===== config.mk =====
export PLATFORM = sky130hd
export DESIGN_NAME = lens_placement_ctrl
export DESIGN_NICKNAME = d
export VERILOG_FILES = /design/src/rtl/lens_placement_ctrl.sv
export SDC_FILE = /design/constraint.sdc
export NUM_CORES = 1
export LEC_CHECK = 0
export BUFFER_PORTS_ARGS = -buffer_cell sky130_fd_sc_hd__buf_4
export CAP_MARGIN = 30
export CELL_PAD_IN_SITES_DETAIL_PLACEMENT = 0
export CELL_PAD_IN_SITES_GLOBAL_PLACEMENT = 1
export CORE_MARGIN = 3
export CORE_UTILIZATION = 35
export CTS_CLUSTER_DIAMETER = 200
export DETAILED_ROUTE_END_ITERATION = 10
export PLACE_DENSITY_LB_ADDON = 0.3
export SYNTH_ARGS = -nofsm -noshare
export SYNTH_HDL_FRONTEND = slang
export SYNTH_SLANG_ARGS = --single-unit

===== constraint.sdc =====
create_clock -name clk -period 20.8 [get_ports clk]
set_input_delay 4.16 -clock clk [delete_from_list [all_inputs] [get_ports clk]]
set_output_delay 4.16 -clock clk [all_outputs]
set_load 0.01 [all_outputs]

===== src/rtl/lens_placement_ctrl.sv =====
// Lens placement controller: turns button pulses into edits of a preview lens,
// commits it into a small lens table, supports undo/clear, and publishes the
// whole configuration atomically at frame start.
module lens_placement_ctrl #(
   parameter int IMG_WIDTH  = 320,
   parameter int IMG_HEIGHT = 240,
   parameter int MAX_LENS   = 8,
   parameter int POS_STEP   = 4,
   parameter int R_STEP     = 4,
   parameter int K_STEP     = 8,
   parameter int R_MIN      = 8,
   parameter int R_MAX      = 120,
   parameter int R_DEFAULT  = 40,
   parameter int K_DEFAULT  = 128
) (
   input  logic       clk,
   input  logic       reset,
   input  logic       frame_start,
   input  logic       sw0_edit_mode,
   input  logic [1:0] sel,
   input  logic       btn_up,
   input  logic       btn_down,
   input  logic       btn_left,
   input  logic       btn_right,
   input  logic       btn_commit,
   input  logic       btn_undo,
   input  logic       btn_clear,
   output logic [8:0] current_center_x,
   output logic [7:0] current_center_y,
   output logic [7:0] current_R,
   output logic [7:0] current_K,
   output logic       preview_enable,
   output logic [2:0] lens_count,
   output logic [8:0] lens_center_x [0:MAX_LENS-1],
   output logic [7:0] lens_center_y [0:MAX_LENS-1],
   output logic [7:0] lens_R        [0:MAX_LENS-1],
   output logic [7:0] lens_K        [0:MAX_LENS-1],
   output logic       busy,
   output logic       full
);

   localparam logic [8:0] X_RST  = 9'(IMG_WIDTH / 2);
   localparam logic [7:0] Y_RST  = 8'(IMG_HEIGHT / 2);
   localparam logic [7:0] R_RST  = 8'(R_DEFAULT);
   localparam logic [7:0] K_RST  = 8'(K_DEFAULT);
   localparam logic [9:0] X_MAX  = 10'(IMG_WIDTH - 1);
   localparam logic [9:0] Y_MAX  = 10'(IMG_HEIGHT - 1);
   localparam logic [9:0] RMIN10 = 10'(R_MIN);
   localparam logic [9:0] RMAX10 = 10'(R_MAX);
   localparam logic [9:0] KMAX10 = 10'd255;
   localparam logic [9:0] PS     = 10'(POS_STEP);
   localparam logic [9:0] RS     = 10'(R_STEP);
   localparam logic [9:0] KS     = 10'(K_STEP);
   localparam logic [2:0] CNT_FULL = 3'(MAX_LENS - 1);
   localparam logic [2:0] CLR_LAST = 3'(MAX_LENS - 1);

   typedef enum logic [1:0] {S_EDIT, S_COMMIT, S_CLEAR} state_t;

   state_t     state_q, state_d;
   logic [8:0] cx_q, cx_d;
   logic [7:0] cy_q, cy_d, r_q, r_d, k_q, k_d;
   logic [2:0] cnt_q, cnt_d, clr_q, clr_d;
   logic       pend_q, pend_d, edit_q;

   // working lens table
   logic [8:0] wtx_q [0:MAX_LENS-1];
   logic [7:0] wty_q [0:MAX_LENS-1];
   logic [7:0] wtr_q [0:MAX_LENS-1];
   logic [7:0] wtk_q [0:MAX_LENS-1];

   logic       tbl_we;
   logic [2:0] tbl_idx;
   logic [8:0] tbl_x;
   logic [7:0] tbl_y, tbl_r, tbl_k;
   logic [9:0] x10, y10, r10, k10, xs, ys, rs, ks;
   logic       publish, chg;

   assign busy    = (state_q != S_EDIT);
   assign full    = (cnt_q == CNT_FULL);
   assign publish = frame_start && (state_q == S_EDIT) && pend_q;

   // Next-state, working-lens edits and table write request
   always_comb begin
      state_d = state_q;
      cx_d    = cx_q;
      cy_d    = cy_q;
      r_d     = r_q;
      k_d     = k_q;
      cnt_d   = cnt_q;
      clr_d   = clr_q;
      tbl_we  = 1'b0;
      tbl_idx = cnt_q;
      tbl_x   = cx_q;
      tbl_y   = cy_q;
      tbl_r   = r_q;
      tbl_k   = k_q;
      x10     = {1'b0, cx_q};
      y10     = {2'b0, cy_q};
      r10     = {2'b0, r_q};
      k10     = {2'b0, k_q};
      xs      = x10;
      ys      = y10;
      rs      = r10;
      ks      = k10;
      unique case (state_q)
         S_EDIT: begin
            if (sw0_edit_mode) begin
               if (btn_clear) begin
                  state_d = S_CLEAR;
                  clr_d   = 3'd0;
               end else if (btn_undo) begin
                  if (cnt_q != 3'd0) cnt_d = cnt_q - 3'd1;
               end else if (btn_commit) begin
                  if (!full) state_d = S_COMMIT;
               end else begin
                  // Saturating moves: test against the bound before stepping
                  // so nothing ever wraps.
                  if (btn_right && !btn_left)
                     xs = (x10 + PS > X_MAX) ? X_MAX : x10 + PS;
                  else if (btn_left && !btn_right)
                     xs = (x10 < PS) ? 10'd0 : x10 - PS;
                  if (btn_up ^ btn_down) begin
                     unique case (sel)
                        2'd0: ys = btn_up ? ((y10 < PS) ? 10'd0 : y10 - PS)
                                          : ((y10 + PS > Y_MAX) ? Y_MAX : y10 + PS);
                        2'd1: rs = btn_up ? ((r10 + RS > RMAX10) ? RMAX10 : r10 + RS)
                                          : ((r10 < RMIN10 + RS) ? RMIN10 : r10 - RS);
                        2'd2: ks = btn_up ? ((k10 + KS > KMAX10) ? KMAX10 : k10 + KS)
                                          : ((k10 < KS) ? 10'd0 : k10 - KS);
                        default: ;
                     endcase
                  end
                  cx_d = xs[8:0];
                  cy_d = ys[7:0];
                  r_d  = rs[7:0];
                  k_d  = ks[7:0];
               end
            end
         end
         S_COMMIT: begin
            tbl_we  = 1'b1;
            cnt_d   = cnt_q + 3'd1;
            r_d     = R_RST;
            k_d     = K_RST;
            state_d = S_EDIT;
         end
         S_CLEAR: begin
            tbl_we  = 1'b1;
            tbl_idx = clr_q;
            tbl_x   = 9'd0;
            tbl_y   = 8'd0;
            tbl_r   = 8'd0;
            tbl_k   = 8'd0;
            clr_d   = clr_q + 3'd1;
            if (clr_q == CLR_LAST) begin
               cnt_d   = 3'd0;
               state_d = S_EDIT;
            end
         end
         default: state_d = S_EDIT;
      endcase
      // Any working change (or an edit-mode toggle) arms the next publish.
      chg = (cx_d != cx_q) || (cy_d != cy_q) || (r_d != r_q) || (k_d != k_q) ||
            (cnt_d != cnt_q) || tbl_we || (sw0_edit_mode != edit_q);
      pend_d = (pend_q && !publish) || chg;
   end

   // Working state registers
   always_ff @(posedge clk or posedge reset) begin
      if (reset) begin
         state_q <= S_EDIT;
         cx_q    <= X_RST;
         cy_q    <= Y_RST;
         r_q     <= R_RST;
         k_q     <= K_RST;
         cnt_q   <= 3'd0;
         clr_q   <= 3'd0;
         pend_q  <= 1'b0;
         edit_q  <= 1'b0;
         for (int i = 0; i < MAX_LENS; i++) begin
            wtx_q[i] <= 9'd0;
            wty_q[i] <= 8'd0;
            wtr_q[i] <= 8'd0;
            wtk_q[i] <= 8'd0;
         end
      end else begin
         state_q <= state_d;
         cx_q    <= cx_d;
         cy_q    <= cy_d;
         r_q     <= r_d;
         k_q     <= k_d;
         cnt_q   <= cnt_d;
         clr_q   <= clr_d;
         pend_q  <= pend_d;
         edit_q  <= sw0_edit_mode;
         if (tbl_we) begin
            wtx_q[tbl_idx] <= tbl_x;
            wty_q[tbl_idx] <= tbl_y;
            wtr_q[tbl_idx] <= tbl_r;
            wtk_q[tbl_idx] <= tbl_k;
         end
      end
   end

   // Published copy: single atomic update on a qualifying frame_start
   always_ff @(posedge clk or posedge reset) begin
      if (reset) begin
         current_center_x <= X_RST;
         current_center_y <= Y_RST;
         current_R        <= R_RST;
         current_K        <= K_RST;
         preview_enable   <= 1'b0;
         lens_count       <= 3'd0;
         for (int i = 0; i < MAX_LENS; i++) begin
            lens_center_x[i] <= 9'd0;
            lens_center_y[i] <= 8'd0;
            lens_R[i]        <= 8'd0;
            lens_K[i]        <= 8'd0;
         end
      end else if (publish) begin
         current_center_x <= cx_q;
         current_center_y <= cy_q;
         current_R        <= r_q;
         current_K        <= k_q;
         preview_enable   <= sw0_edit_mode;
         lens_count       <= cnt_q;
         for (int i = 0; i < MAX_LENS; i++) begin
            lens_center_x[i] <= wtx_q[i];
            lens_center_y[i] <= wty_q[i];
            lens_R[i]        <= wtr_q[i];
            lens_K[i]        <= wtk_q[i];
         end
      end
   end

endmodule


==> impl_metrics.py <==
metrics = {
    "detailed_routing": {
        "detail-route-antenna-nets": 0,
        "route.vias.total": 17100,
        "drt_first_pass_iters": 5,
        "routedWlPerCell_um": 20.3,
        "dr_wl_met3_um": 3160,
        "drtIter0Drc": 1298,
        "routed_wl_um": 68900,
        "drc": 0,
        "dr_wl_met2_um": 32900,
        "vias_per_cell": 5.02,
        "routed.top_layer": "met4",
        "met1_length_um": 31100,
    },
    "yosys": {
        "yosys_warnings": 0,
        "seq_area_frac_synth_pct": 61.1,
        "synth_edf_count": 0,
        "avgSynthCellArea_um2": 11.6,
        "synth_area_mm2": 0.0249,
        "yosysUniqueCellTypes": 81,
        "async_reset_ff_share_pct": 100,
        "synth_top_cell_by_area": "dfrtp_1",
        "synthTopCellsByArea": "dfrtp_1 59%, mux2_2 13%, o21ai_0 6.8%",
        "synth-main-ff-cell": "dfrtp_1",
        "synth_seq_cells": 608,
        "syn_nets": 2177,
        "synthMostInstantiatedCell": "dfrtp_1",
        "syn-instance-count": 2143,
        "synth_common_cells": "590 x dfrtp_1, 339 x o21ai_0, 333 x nand2_1, 281 x mux2_2, 113 x clkbuf_1",
        "yosys.area.top_type_share_pct": 59.2,
    },
    "run": {
        "maxCapViolCount": 0,
    },
    "sta": {
        "hold_viol_final": 0,
        "report.final.slew_viol_count": 0,
        "period_minus_slack_ps": 6980,
        "worstMarginPinSlew_ps": 1080,
        "rsz0062_at_grt": "false",
        "post-route-period-util_pct": 33.5,
        "slew_headroom_pct": 28.3,
        "tns_ps": 0,
        "skew_ps": 17.7,
        "max_freq_mhz": 143,
        "setup_viol": 0,
    },
    "power_and_ir_drop": {
        "power_density_mw_per_mm2": 136,
        "ir_worst_vdd_mv": 0.0773,
        "leakage_uw": 0.0146,
        "clkPwrFrac_pct": 29.7,
        "p_comb_share_pct": 29.1,
        "p_int_uw": 2750,
        "p_sw_share_pct": 33.7,
        "power_frac_seq_pct": 41.2,
        "power_switching_uw": 1400,
    },
    "cells_and_area": {
        "multi_input_area_mm2": 0.00902,
        "finalNonFillerCells": 3404,
        "drive_above_1_share_pct": 31.5,
        "fill_cells": 6576,
        "synthToLayoutAreaGrowth_pct": 22.5,
        "seq_area_mm2": 0.0152,
        "fin_nets": 2447,
    },
    "die": {
        "num_rows": 97,
        "coreArea_mm2": 0.0703,
        "fp.dieW_um": 273,
        "die_area_mm2": 0.0745,
        "ios": 316,
        "start_util_pct": 35.5,
        "die_h_um": 273,
    },
    "status": {
        "outcome": "completed",
    },
    "grt": {
        "grt_pass1_vias": 17100,
        "grt_first_pass_wirelength_um": 106000,
        "grt_max_degree": 189,
        "gr-total-overflow": 0,
        "antenna_found_initial": 2,
        "grt.total_usage_pct": 18.4,
    },
    "worst_setup_path": {
        "endpoint_kind": "async pin",
        "worstReg2RegStart": "state_q[0]$_DFFE_PP0P_",
        "reg2regPathDepth": 10,
        "cp.arrival_ps": 7690,
        "r2r-end": "pend_q$_DFF_PP0_",
        "start_kind": "input port",
        "critPathMaxFanout": 188,
        "critPathKind": "input port to async pin",
        "rrSetupSlack_ps": 16920,
        "cp.required_ps": 21510,
    },
    "place": {
        "placedCellCount": 3279,
        "io_buffers": 315,
        "dpl.hpwl_um": 47000,
        "place_congestion": 0.853,
    },
    "cts": {
        "htree_num_levels": 3,
        "root_buffer": "clkbuf_16",
        "cts_hold_buf": 0,
        "cts_setup_buffers": 0,
        "cts_resized": 0,
        "cts_sinks": 608,
        "clk_latency_ps": 600,
        "cts.path.max_buffers": 3,
        "cts_buffers": 68,
        "cts_tree": "built",
        "clk_pin_slew_worst_paths_ps": 50,
    },
    "worst_hold_path": {
        "holdPathStages": 2,
        "hp-start": "wtr_q[14]$_DFFE_PP0P_",
        "hold_path_class": "flip-flop to flip-flop",
        "worst_hold_path.endpoint": "wtr_q[14]$_DFFE_PP0P_",
    },
}
==> per-stage QoR <==
stage | cell area (um^2) | total power, uW | setup WS [ps] | utilization, % | hold WS, ps
after global placement | 28100 | 2910 | 12730 | 40.0 | 457
after CTS | 30400 | 4190 | 13600 | 43.3 | 479
after detailed placement | 28100 | 2940 | 12950 | 40.0 | 466
after global routing | 30500 | 4390 | 13340 | 43.4 | 491
final | 30500 | 4140 | 13820 | 43.4 | 473
after floorplan | 24900 | 2400 | 8360 | - | 446
==> kinds of logic after synthesis <==
family / after synthesis / share of synthesized area, %
AOI/OAI and AO/OA: 490 / 11.4
xor gates and xnor gates: 9 / 0.346
adders and majority gates: 21 / 1.05
buffers and inverters: 172 / 2.80
DFF: 608 / 61.1
muxes: 288 / 13.0
and+or+nand+nor: 555 / 10.3
==> power by group through the flow <==
stage          logic, uW  clock network (uW)  registers (uW)
2_1_floorplan        716                   0            1680
3_3_place_gp        1190                   0            1720
3_5_place_dp        1210                   0            1730
4_1_cts             1220                1260            1710
5_1_grt             1330                1310            1740
6_report            1210                1230            1710
==> final cells by class <==
type / count / share of cell area (%)
clock inverters: 20 / 0.939
clock buffers: 100 / 6.61
diodes: 1 / 0.00820
flip-flops and latches: 608 / 49.9
multi-input cells: 1363 / 29.6
repair buffers: 340 / 8.71
well taps: 940 / 3.85
inverters: 32 / 0.406
==> critical path: stages <==
cell and delay [ps]:
buf_4 120, clkinvlp_4 60, buf_4 380, buf_12 310, buf_12 630, buf_4 880, buf_4 500, buf_16 330
==> per-layer routing <==
layer / vias up / GRT usage, %
li1: 8025 / -
met1: 8522 / 25.2
met2: 437 / 30.0
met3: 101 / 2.85
met4: 0 / 6.13
met5: - / 0
==> how the worst max path moves through the flow <==
stage,start,endpoint,slack [ps],depth (start not counted)
after global routing,reset,current_K[7]$_DFFE_PP1P_,13340,8
after CTS,reset,current_K[7]$_DFFE_PP1P_,13600,7
final,reset,current_K[7]$_DFFE_PP1P_,13820,8
after floorplan,reset,clr_q[0]$_DFFE_PP0P_,8360,1
after detailed placement,reset,current_K[7]$_DFFE_PP1P_,12950,7
after global placement,reset,lens_K[0]$_DFFE_PP0P_,12730,6
==> state kept, by name, indices dropped and copies added, names as in the netlist, 9 cells and up <==
| signal | count |
|---|---|
| wtk_q | 64 |
| cx_q | 9 |
| lens_K | 64 |
| current_center_x | 9 |
| wtx_q | 72 |
| lens_center_x | 72 |
| wty_q | 64 |
| lens_R | 64 |
| wtr_q | 64 |
| lens_center_y | 64 |
==> placed cells by master, fill, tap and decap left out, types with 13 or more instances in the layout <==
cell type  Yosys  layout
ha_1          21      21
o21ai_0      339     339
a21oi_1       38      38
nand2_1      333     325
nand3_1       26      25
nand2b_1      46      46
mux2_2       281     281
nor2b_1       14      14
dfstp_2       18      18
dfrtp_1      590     590
inv_1         31      30
clkbuf_16      0      72
nand4_1       18      18
nor2_1        44      44
clkbuf_1     113      17
buf_4          2     334
and3_1        13      13
(Power assumes the default switching activity.)
